<file path="config.mk">
export PLATFORM = sky130hd
export DESIGN_NAME = reg_calculator
export DESIGN_NICKNAME = d
export VERILOG_FILES = /design/src/rtl/calc_pkg.sv /design/src/rtl/calc_alu.sv /design/src/rtl/reg_calculator.sv
export SDC_FILE = /design/constraint.sdc
export NUM_CORES = 1
export LEC_CHECK = 0
export CAP_MARGIN = 25
export CORE_UTILIZATION = 50
export CTS_CLUSTER_DIAMETER = 80
export DETAILED_ROUTE_END_ITERATION = 16
export PLACE_DENSITY_LB_ADDON = 0.1
export SLEW_MARGIN = 20
export SYNTH_ARGS = -nofsm -noshare
export SYNTH_HDL_FRONTEND = slang
export SYNTH_HIERARCHICAL = 1
export SYNTH_SLANG_ARGS = --single-unit
</file>
<file path="constraint.sdc">
create_clock -name clk -period 5.1 [get_ports clk]
set_clock_uncertainty 0.1 [all_clocks]
set_input_delay 0.51 -clock clk [delete_from_list [all_inputs] [get_ports clk]]
set_output_delay 0.51 -clock clk [all_outputs]
set_load 0.01 [all_outputs]
</file>
<file path="src/rtl/calc_pkg.sv">
// rtl/calc_pkg.sv - shared widths, opcode enum and data type for reg_calculator
package calc_pkg;

  localparam int DATA_W = 4;
  localparam int ADDR_W = 2;
  localparam int NREGS  = 4;

  typedef logic signed [DATA_W-1:0] data_t;

  typedef enum logic [2:0] {
    OP_AND  = 3'b000,
    OP_OR   = 3'b001,
    OP_ADD  = 3'b010,
    OP_RSVD = 3'b011,
    OP_ANDN = 3'b100,
    OP_ORN  = 3'b101,
    OP_SUB  = 3'b110,
    OP_SLT  = 3'b111
  } alu_op_e;

endpackage

</file>
<file path="src/rtl/calc_alu.sv">
// rtl/calc_alu.sv - combinational 4-bit signed ALU; zero/ovf flags under CALC_FLAGS_EN
module calc_alu
  import calc_pkg::*;
(
  input  data_t   a,
  input  data_t   b,
  input  alu_op_e op,
`ifdef CALC_FLAGS_EN
  output logic    zero,
  output logic    ovf,
`endif
  output data_t   y
);

  always_comb begin
    y = '0;
    case (op)
      OP_AND:  y = a & b;
      OP_OR:   y = a | b;
      OP_ADD:  y = a + b;
      OP_RSVD: y = '0;
      OP_ANDN: y = a & ~b;
      OP_ORN:  y = a | ~b;
      OP_SUB:  y = a - b;
      // true signed compare, so -8 < 7 holds even though -8-7 wraps positive
      OP_SLT:  y = (a < b) ? data_t'(1) : data_t'(0);
      default: y = '0;
    endcase
  end

`ifdef CALC_FLAGS_EN
  always_comb begin
    zero = (y == '0);
    ovf  = 1'b0;
    case (op)
      OP_ADD:  ovf = (a[DATA_W-1] == b[DATA_W-1]) && (y[DATA_W-1] != a[DATA_W-1]);
      OP_SUB:  ovf = (a[DATA_W-1] != b[DATA_W-1]) && (y[DATA_W-1] != a[DATA_W-1]);
      default: ovf = 1'b0;
    endcase
  end
`endif

endmodule

</file>
<file path="src/rtl/reg_calculator.sv">
// rtl/reg_calculator.sv - four-register file feeding calc_alu, written every edge
// Optional flag outputs zero/ovf enabled by CALC_FLAGS_EN.
module reg_calculator
  import calc_pkg::*;
(
  input  logic              clk,
  input  logic              rst_n,
  input  logic [ADDR_W-1:0] rd_addr,
  input  logic [DATA_W-1:0] immediate,
  input  logic [ADDR_W-1:0] we_addr,
  input  logic [2:0]        control,
`ifdef CALC_FLAGS_EN
  output logic              zero,
  output logic              ovf,
`endif
  output logic [DATA_W-1:0] rd_data
);

  data_t regs [NREGS];
  data_t alu_a;
  data_t alu_y;

  assign alu_a   = regs[rd_addr];
  assign rd_data = alu_a;

  calc_alu u_alu (
    .a    (alu_a),
    .b    (data_t'(immediate)),
    .op   (alu_op_e'(control)),
`ifdef CALC_FLAGS_EN
    .zero (zero),
    .ovf  (ovf),
`endif
    .y    (alu_y)
  );

  // No write enable: holding a value means writing it back through the ALU.
  always_ff @(posedge clk or negedge rst_n) begin
    if (!rst_n) begin
      for (int i = 0; i < NREGS; i++) begin
        regs[i] <= '0;
      end
    end else begin
      regs[we_addr] <= alu_y;
    end
  end

endmodule

</file>
### Word-level counts from Yosys, hierarchy flattened

Cells that the tools add are included.

* divide/modulo/power cells: 0
* mux-type cells: 8
* bitwise operators: 7
* $mul: 0
* shift operators: 0
* reduce and logical (&&, ||, !) cells: 2
* order comparisons: 4
* add/sub/neg operators: 2
* eq/ne operators: 7

Operators with widths (number)
* $pmux 4 s8: 1
* $bwmux 16: 1
* $eq 3x3->1 const B: 4
* $mux 4: 3
* $and 4x4->4: 2
* $bmux 4 s2: 1
* $demux 4 s2: 1
* $or 4x4->4: 2
* $eq 3x2->1 const B: 2
* $ge 3x3->1 const B: 2
* $not 2->3: 2
* $add 4x4->4: 1
* $lt 4x4->1: 1
* $not 4->4: 1
* $sub 4x4->4: 1
* $eq 3x1->1 const B: 1
* $logic_not 3->1: 1
* $lt 3x1->1 const B: 1
* $logic_and 1x1->1: 1
* $mux 1: 1

* RAM bits: 0
* memory bits (read-only): 0
* bits in registers: 16
* memories: 0
* output and inout bits: 4
* latch bits: 0

### Depth between registers and ports, before layout

* depth in word-level cells: 8
* gate-level depth with buffers: 9

### By module

Netlist, hierarchy kept.

Modules (own cells, without submodules)
* reg_calculator: area each 720.7 µm², cells an instance 40, instances 1
* calc_alu: area each 422.9 µm², cells an instance 55, instances 1

### Worst setup path after synthesis

OpenSTA, ideal clock, no wires.

* path kind: in2reg
* start: in rd_addr[0]
* end: reg regs[13] (netlist name)
* path slack: 2445 ps
* required time: 4935 ps
* cell stages on the path: 7
* data arrival time: 2490 ps
* cell sequence: mux4_1 ha_1 inv_1 fa_1 mux2_2 o22ai_1 mux2_2

* longest elaborated chain between the ends: 7
* elaborated cells between the ends (all ways): 12
* classes of those cells: add/sub: 2; mux: 5; bitwise: 5

RTL lines
* start, declared: RTL line reg_calculator.sv:8 `input logic [ADDR_W-1:0] rd_addr,`
* $not 2->3 (implied by the code) (*): RTL line reg_calculator.sv:23 `assign alu_a = regs[rd_addr];`
* $bmux 4 s2 (*): RTL line reg_calculator.sv:23
* $mux 4 (implied by the code) (*) (2 in series): RTL line reg_calculator.sv:23
* $sub 4x4->4, or another cell as far along: RTL line calc_alu.sv:24 `OP_SUB: y = a - b;`
* $pmux 4 s8 (*): RTL line calc_alu.sv:17 `case (op)`
* via alu_y[1]: RTL line reg_calculator.sv:21 `data_t alu_y;`
* $bwmux 16 (*): RTL line reg_calculator.sv:44 `regs[we_addr] <= alu_y;`
* end signal, assigned by index: RTL line reg_calculator.sv:44
* end, declared: RTL line reg_calculator.sv:19 `data_t regs [NREGS];`

The timed path passes the listed nets; every way through them passes the cells marked *. The select of a mux whose other input is x is not followed.

### Final worst setup path

* start: in rd_addr[0]
* end: reg regs[5] (netlist name)

The elaborated chain is that of the path after synthesis.

==> results <==
- The final worst hold slack is 0.408 ns.
- The number of rows in the core area is 16.
- For this configuration, the core starts out at a cell density of 55.5%.
- The most used flip-flop cell after synthesis is sky130_fd_sc_hd__dfrtp_1.
- The final critical path takes up 62.5% of the cycle.
- The horizontal extent of the die is 49.8 um.
- Dividing the detail-routed wire length by the instance count gives 15.8 um.
- The via count is 813.
- The average instance in the mapped netlist occupies 12.0 um^2.
- Along the worst hold path, the cell count comes to 1.
- The number of different library cells used by synthesis comes to 30.
- The path with the worst hold slack has its endpoint at regs[1].
- The register with the most flip-flops in the final layout is regs.
- The final hold violation count came to 0.
- Excluding fillers, the count of instances in the completed layout stands at 139.
- For the worst-skew pair, the clock arrives at the later sink with an insertion delay of 0.28 ns.
- The number of cells after detailed placement is 136.
- Once the clock tree was built, the resizer swapped 0 gates to a different size.
- The cell leakage power is 0.605 nW.
- For this block, the routed nets add up to 2190 um of wire.
- The run finished with clean final reports.
- The critical path required time is 5.22 ns.
- Setup repair after global routing left no endpoint under its margin.
- The congestion estimate from routability-driven global placement came to 0.851.
- The startpoint identified for the worst register-to-register timing path is regs[8].
- The first global-routing pass estimated 3640 um of wire.
- The biggest area contributor in the post-synthesis netlist is sky130_fd_sc_hd__dfrtp_1.
- In this run the worst hold path is classified as register to register.
- The highest clock frequency the design can meet is 314 MHz.
- In the routed layout, each cell is associated on average with a via count of 5.85.
- The number of antenna cells inserted is 0.
- CTS placed an instance of sky130_fd_sc_hd__clkbuf_4 at the clock tree root.
- The async set or reset register ratio after synthesis is 100%.
- The share of the Yosys chip area taken by registers is 35.0%.
- The maximum ir drop on the vdd rail is 0.000253 V.
- In the post-synthesis netlist, the cell with the most instances is sky130_fd_sc_hd__mux2_2.
- The total congestion overflow is 0.
- Post-CTS timing repair inserted 0 buffers for setup.
- For this run, the detailed router's first-pass iteration total came to 4.
- The largest registers in the layout are regs (16).
- During synthesis, Yosys emitted a total of 6 warnings.
- Counting the fill cells in the layout gives 171.
- The initial detailed-routing violation count is 18.
- The net count after synthesis is 117.
- The start-to-end type of the worst setup path is primary input to register.
- The number of max-cap violations is 0.
- After clock tree synthesis, the flow added hold-fix buffers numbering 0.
- TritonCTS built the clock tree.
- Subtracting the final worst setup slack from the clock period gives 3.19 ns.
- The post-CTS clock slew at the launch and capture registers of the worst setup and hold paths is 0.08 ns.
- Global routing consumed, over all layers together, 19.9% of the routing resources.
- Cells fill 65.2% of the core in the end.
- The worst endpoint data arrival time is 3.31 ns.
- The worst hold path begins at regs[1].
- The number of sinks driven by the clock tree is 16.
- The number of top-level pins is 17.
- After detailed routing, the number of remaining DRC violations is 0.
- The cell area power density is 413 nW/um^2.
- The initial antenna violation count is 0.
- The register with the most flip-flops in the layout has 16 of them.
- In this run the critical register-to-register path is captured at regs[5].
- By area the synthesized netlist is led by sky130_fd_sc_hd__dfrtp_1, sky130_fd_sc_hd__mux2_2, sky130_fd_sc_hd__mux4_1.
- The number of H-tree branching levels is 1.
- The number of nets in the layout is 136.
- The post-synth design cell area is 1140 um^2.
- The pin count of the biggest net entering global routing is 17.
- Detailed placement finished with a half-perimeter wire length of 1760 um.
- The worst register-to-register path has a depth of 7.
- In this run the tightest slew margin relative to its limit is 52.2%.
- The fraction of layout cells with a size suffix above 1 is 22.3%.
- The cell count after synthesis came out at 95.
- From bottom edge to top edge, the die measures 49.8 um.
- The via count of the first global-routing pass is 817.
- STA classifies the critical path startpoint as a primary input.
- The remaining antenna violation count is 0.
- Summed over its instances, the top area cell type makes up 35.0% of the synthesized netlist area.
- The number of flops mapped to enable cells by yosys is 0.
- Counting flops and latches in the post-synthesis netlist gives 16.
- The slack of the worst reg-to-reg path is 2.42 ns.
- The port buffer count is 16.
- The TritonCTS buffer count is 3.
- The area inside the core boundary is 2060 um^2.
- The maximum fanout along the worst path is 5.
- The final number of max-transition violations came to 0.
- From synthesis to final layout, the design area changed by 17.5%.
- The area of the die is 2480 um^2.
- The count of endpoints failing setup in the final report is 0.
- The transition time at the pin with the least slew margin is 0.715 ns.
- The largest buffer count on any clock path is 2.
- After routing, the total negative slack on setup checks comes to 0 ns.
- Counting instances in the post-synthesis netlist gives the leading cell types as sky130_fd_sc_hd__mux2_2, sky130_fd_sc_hd__dfrtp_1, sky130_fd_sc_hd__inv_1.
- STA classifies the critical path endpoint as a register.
-- cell families (layout without fill, tap and decap cells) --
logic type,Yosys count,count (layout),share of synthesized area (%)
xor+xnor,3,3,2.30
fa+ha+maj,10,10,12.1
compound gates,18,18,10.2
simple gates,15,15,9.19
buf+inv,11,28,4.38
mux,22,22,26.8
flops,16,16,35.0
-- worst max path at each step --
stage / from / end / depth (start not counted)
floorplan: rd_addr[0] / regs[13] / 7
global placement: rd_addr[0] / regs[13] / 8
detailed placement: rd_addr[0] / regs[5] / 8
CTS: rd_addr[0] / regs[5] / 8
global route: rd_addr[0] / regs[5] / 8
finish: rd_addr[0] / regs[5] / 8
-- placed cells by master, fill, tap and decap left out --
cell | netlist | routed
sky130_fd_sc_hd__a21oi_1 | 5 | 5
sky130_fd_sc_hd__a22o_1 | 1 | 1
sky130_fd_sc_hd__a22oi_1 | 1 | 1
sky130_fd_sc_hd__a2bb2oi_2 | 1 | 1
sky130_fd_sc_hd__a31oi_1 | 2 | 2
sky130_fd_sc_hd__clkbuf_4 | 0 | 3
sky130_fd_sc_hd__clkdlybuf4s50_1 | 0 | 16
sky130_fd_sc_hd__dfrtp_1 | 16 | 16
sky130_fd_sc_hd__fa_1 | 2 | 2
sky130_fd_sc_hd__ha_1 | 7 | 7
sky130_fd_sc_hd__inv_1 | 9 | 9
sky130_fd_sc_hd__maj3_2 | 1 | 1
sky130_fd_sc_hd__mux2_2 | 17 | 17
sky130_fd_sc_hd__mux2i_1 | 1 | 1
sky130_fd_sc_hd__mux4_1 | 4 | 4
sky130_fd_sc_hd__nand2_1 | 2 | 2
sky130_fd_sc_hd__nand2b_1 | 2 | 2
sky130_fd_sc_hd__nand2b_4 | 1 | 1
sky130_fd_sc_hd__nand3b_1 | 1 | 1
sky130_fd_sc_hd__nand4_1 | 1 | 1
sky130_fd_sc_hd__nor2_1 | 3 | 3
sky130_fd_sc_hd__nor2b_1 | 1 | 1
sky130_fd_sc_hd__nor2b_4 | 2 | 2
sky130_fd_sc_hd__nor3_1 | 1 | 1
sky130_fd_sc_hd__nor3b_1 | 1 | 1
sky130_fd_sc_hd__o211ai_1 | 1 | 1
sky130_fd_sc_hd__o21ai_0 | 3 | 3
sky130_fd_sc_hd__o22ai_1 | 4 | 4
sky130_fd_sc_hd__xnor2_1 | 1 | 1
sky130_fd_sc_hd__xor2_1 | 2 | 2
-- report_power, final --
| part | internal, W | switching [W] |
|---|---|---|
| Combinational | 0.000156 | 0.000134 |
| Clock | 0.0000274 | 0.0000351 |
| Sequential | 0.000179 | 0.0000250 |
| Total | 0.000362 | 0.000194 |
-- critical path, cell delays in order --
cell and delay, ns:
sky130_fd_sc_hd__clkdlybuf4s50_1 0.58, sky130_fd_sc_hd__mux4_1 0.67, sky130_fd_sc_hd__ha_1 0.24, sky130_fd_sc_hd__inv_1 0.09
sky130_fd_sc_hd__fa_1 0.41, sky130_fd_sc_hd__mux2_2 0.28, sky130_fd_sc_hd__o22ai_1 0.30, sky130_fd_sc_hd__mux2_2 0.22
-- through the flow --
step	worst slack, ns	cell area [um^2]	total power [W]
detailed placement	1.64	1320	0.000494
global placement	1.70	1320	0.000478
CTS	1.93	1340	0.000559
floorplan	2.45	1140	0.000397
finish	1.91	1340	0.000556
global route	1.82	1340	0.000596
-- cell type report --
type                    count  area, um^2  area share [%]
inverters                   9        33.8            2.51
well taps                  27        33.8            2.51
clock buffers               3        22.5            1.68
flip-flops and latches     16         400            29.8
multi-input cells          68         693            51.6
repair buffers             16         160            11.9
-- per-layer routing --
layer / part of all wire [%] / wire [um] / track usage (%)
met4: 1.4 / 31 / 10.0
met3: 3.1 / 69 / 1.23
met1: 42 / 924 / 23.2
met2: 53 / 1170 / 36.3
met5: 0 / 0 / 0
(Power assumes the default switching activity.)
==> variant 1, RTL diff (config.mk and constraints unchanged) <==
Register the input `control` before use, without a reset. The logic sees it one clock later. The other inputs are not delayed to match.
--- a/src/rtl/reg_calculator.sv
+++ b/src/rtl/reg_calculator.sv
@@ -16,6 +16,12 @@
   output logic [DATA_W-1:0] rd_data
 );
 
+  logic [2:0] control_q;
+
+  always_ff @(posedge clk) begin
+    control_q <= control;
+  end
+
   data_t regs [NREGS];
   data_t alu_a;
   data_t alu_y;
@@ -26,7 +32,7 @@
   calc_alu u_alu (
     .a    (alu_a),
     .b    (data_t'(immediate)),
-    .op   (alu_op_e'(control)),
+    .op   (alu_op_e'(control_q)),
 `ifdef CALC_FLAGS_EN
     .zero (zero),
     .ovf  (ovf),
Check against the original RTL: not equivalent (Yosys sat finds a counterexample within 4 cycles, from zero or initial values and one cycle with rst_n low).
==> variant 1 against the original RTL <==
  * Final area rose by 4.8%
  * Hold slack improved by 5.5 ps
  * Critical path depth did not move
  * Worst setup slack improved by 19 ps
  * Sequential cell count rose by 3
  * Area after synthesis rose by 5.3%
  * Clock power rose by 20%
  * Wire length rose by 2.5%
  * Sequential share of layout area rose by 2.9 points
  * Power rose by 5.6%
  * Critical path type unchanged
  * Largest power group unchanged
  * Highest routed layer unchanged
==> variant 1: results (changes against the original RTL) <==
- Layout cells sized above 1: 0.216 (-0.00770)
- Met2 WL: 1.18 mm (+0.69%)
- Synth area leaders: dfrtp_1, mux2_2, mux4_1
- Vias: 798 (-1.8%)
- GRT Total Usage: 0.203 (+0.00489)
- Top cell type's share of synthesized area: 0.333 (-0.0175)
- Wl on met1: 999 µm (+8.1%)
- VDD IR-drop max: 0.000271 V (+7.0%)
- WL final: 2.25 mm (+2.5%)
- Clk slew on worst S/H paths: 110 ps (+30 ps)
- Relative slew slack: 0.532 (+0.0106)
- Post-DP HPWL: 1.82 mm (+3.5%)
- Nets: 139 (+2.2%)
- Vias in the first global route: 818 (+0.12%)
- Biggest register: regs
- Post-DR wirelength/cell: 15.6 µm (-1.1%)
- First-pass GRT wire length: 3.88 mm (+6.8%)
- Cell variety after synth: 31 (+3.3%)
- CTS max path bufs: 2 (unchanged)
- Ys async rst share: 0.842 (-0.158)
- Mapped Nets: 120 (+2.6%)
- Syn Area/Cell: 12.3 µm² (+2.0%)
- Metal3 WL: 48 µm (-30%)
- Largest regs: regs: 16 flops, control_q: 3 flops
- Status: finished clean
- Largest net degree at the start of global routing: 17 (unchanged)
- Clk Tree Root Cell: clkbuf_4
- Worst Path Arrival: 3300 ps (about the same)
- Leakage: 0.631 nW (+4.4%)
- Sequential share of the synthesized area: 0.383 (+0.0324)
- RePlAce Congestion: 0.805 (-5.3%)
- DRT iter0 DRCs: 4 (-14)
- Initial antenna violation count: 0 (unchanged)
- Fillers: 190 (+11%)
- Worst path top cell family by delay: multiplexers
- Highest-delay cell along the critical path: mux4_1
-- variant 1: path summary, 6_finish.rpt --
check	startpoint	end	slack (ps)	cells past startpoint
worst max-delay path	rd_addr[0]	regs[9]	1930	8
worst min-delay path	regs[14]	regs[14]	410	1
worst max register to register	regs[12]	regs[9]	2430	7
worst min register to register	regs[14]	regs[14]	410	1
max in group asynchronous	rst_n	regs[15]	3930	1
min in group asynchronous	rst_n	regs[6]	530	1
-- variant 1: cell families after synthesis --
family | after synthesis | synth area share
AOI/OAI and AO/OA | 18 | 0.0967
xor gates and xnor gates | 3 | 0.0218
adders and majority gates | 10 | 0.115
buffers and inverters | 11 | 0.0416
DFF | 19 | 0.383
muxes | 22 | 0.255
and+or+nand+nor | 15 | 0.0873
-- variant 1: power breakdown --
part	leakage, nW	total (W)	switching (W)	internal [W]
sequential	0.223	0.000231	0.0000278	0.000203
clock	0.0150	0.0000749	0.0000445	0.0000304
combinational	0.394	0.000281	0.000126	0.000155
total	0.631	0.000587	0.000198	0.000389
-- variant 1: cell type report --
type,count,share of cell area
Inverter,9,0.0240
Timing Repair Buffer,16,0.114
Clock buffer,4,0.0187
Tap cell,28,0.0249
Sequential cell,19,0.327
Multi-Input combinational cell,68,0.492
-- variant 1: metal layers --
layer  vias to the layer above  track usage
met3                         2       0.0179
met1                       390        0.259
met4                         0       0.0694
li1                        392            -
met2                        14        0.360
met5                         -            0
-- variant 1: metrics by stage --
stage / instance area, µm² / worst slack [ps] / total power (W)
3_5_place_dp: 1380 / 1640 / 0.000516
6_report: 1410 / 1930 / 0.000587
4_1_cts: 1410 / 1930 / 0.000590
3_3_place_gp: 1380 / 1670 / 0.000505
2_1_floorplan: 1200 / 2450 / 0.000424
5_1_grt: 1410 / 1820 / 0.000635
-- variant 1: worst reg2reg max path, delay by kind of cell, from the launching register on --
kind / cells / cell delay, ps
compound gates: 1 / 280
fa+ha+maj: 2 / 650
buf+inv: 1 / 100
flops: 1 / 400
mux: 3 / 1100
==> variant 2, RTL diff (config.mk and constraints unchanged) <==
Made on the original files. Add a define of `CALC_FLAGS_EN`.
--- a/src/rtl/calc_alu.sv
+++ b/src/rtl/calc_alu.sv
@@ -1,4 +1,6 @@
 // rtl/calc_alu.sv - combinational 4-bit signed ALU; zero/ovf flags under CALC_FLAGS_EN
+`define CALC_FLAGS_EN
+
 module calc_alu
   import calc_pkg::*;
 (
Formal check against the unedited RTL (old outputs only; new: ovf and zero): equivalent (equiv_simple and equiv_induct, registers matched by name and starting in step).
==> variant 2 against the original RTL <==
  * Wire length grew 0.68%
  * Non-clock buffer count grew 2
  * Combinational power grew 7.3%
  * Sequential cell count is the same
  * Die area grew 5.1%
  * Area after synthesis grew 5.4%
  * Global-route usage is essentially flat
  * Worst setup slack lost 1200 ps
  * Critical path type is now primary input to output pin
  * First-iteration DRC count shrank 50%
  * Clock power shrank 0.6%
  * Power grew 3.3%
  * Final area grew 6.4%
==> variant 2: results (changes against the original RTL) <==
- RePlAce Congestion: 0.813 (-4.4%)
- Critical R2R Capture: regs[11]
- Vias in the first global route: 872 (+6.7%)
- First-pass GRT wire length: 3.76 mm (+3.4%)
- Adder-cell share of the synthesized area: 0.115 (-0.00618)
- Worst hold endpoint: regs[6]
- Fraction of area in multi-input gates: 0.522 (+0.00648)
- DRT iter0 DRCs: 9 (-9)
- #MultiIn Comb: 76 (+12%)
- Non-Clock Buffer Area Fraction: 0.126 (+0.00680)
- Inverters: 12 (+3)
- Final hold slack: 408 ps (+0.443 ps)
- Synth Area in Compound Gates: 0.130 (+0.0281)
- Post-DR wirelength/cell: 14.4 µm (-8.5%)
- Post-synthesis xor/xnor area fraction: 0.0363 (+0.0134)
- Non-clk bufs: 18 (+2)
- Fillers: 183 (+7.0%)
- Reg2reg start: regs[9]
- Worst Tran Pin Value: 689 ps (-26.7 ps)
- Hold Path Origin: regs[6]
- Leakage: 0.638 nW (+5.5%)
- Clock network area share: 0.0157 (-0.00101)
- Post-DP HPWL: 1.83 mm (+4.2%)
- Sequential share of cell area: 0.280 (-0.0180)
- Synth area leaders: dfrtp_1, mux2_2, mux4_1
- Post-DP Area: 1410 µm² (+6.5%)
- VDD IR-drop max: 0.000252 V (-0.71%)
- Commonest cells post-synth: dfrtp_1, mux2_2, inv_1, ha_1
- Status: finished clean
- Core area: 2230 µm² (+8.3%)
- Layout cells sized above 1: 0.200 (-0.0232)
variant 2: stage by stage:
| step | worst slack, ps | util |
|---|---|---|
| 2_1_floorplan | 1890 | - |
| 3_3_place_gp | 773 | 0.630 |
| 3_5_place_dp | 744 | 0.630 |
| 4_1_cts | 740 | 0.640 |
| 5_1_grt | 463 | 0.640 |
| 6_report | 764 | 0.640 |
variant 2: worst max-delay path by stage:
stage	end	slack, ps	cells after the start
after global placement	zero	770	9
after floorplan	zero	1890	7
final	zero	760	9
after CTS	zero	740	9
after global routing	zero	460	9
after detailed placement	zero	740	9
variant 2: power by group:
group / internal [W] / switching (W) / total [W]
sequential: 0.000178 / 0.0000240 / 0.000201
combinational: 0.000163 / 0.000148 / 0.000310
clock: 0.0000274 / 0.0000347 / 0.0000621
total: 0.000368 / 0.000206 / 0.000574
variant 2: kinds of logic (layout without fill, tap and decap cells):
family	Yosys count	after routing
multiplexers	21	21
XOR/XNOR	5	5
AO/OA/AOI/OAI	21	21
adder cells (fa/ha/maj)	10	10
flip-flops	16	16
buffers and inverters	14	33
AND/OR/NAND/NOR	19	19
variant 2: critical path: cells and delay by family:
kind | cells | cell delay (ps)
adders and majority gates | 1 | 340
xor gates and xnor gates | 1 | 210
AOI/OAI and AO/OA | 3 | 710
muxes | 1 | 670
and+or+nand+nor | 1 | 130
buffers and inverters | 2 | 1160
variant 2: metal layers:
| layer | track usage | routed length (µm) | vias to the layer above |
|---|---|---|---|
| li1 | - | - | 430 |
| met1 | 0.221 | 871 | 429 |
| met2 | 0.364 | 1200 | 15 |
| met3 | 0.0119 | 67 | 6 |
| met4 | 0.125 | 70 | 0 |
| met5 | 0 | 0 | - |
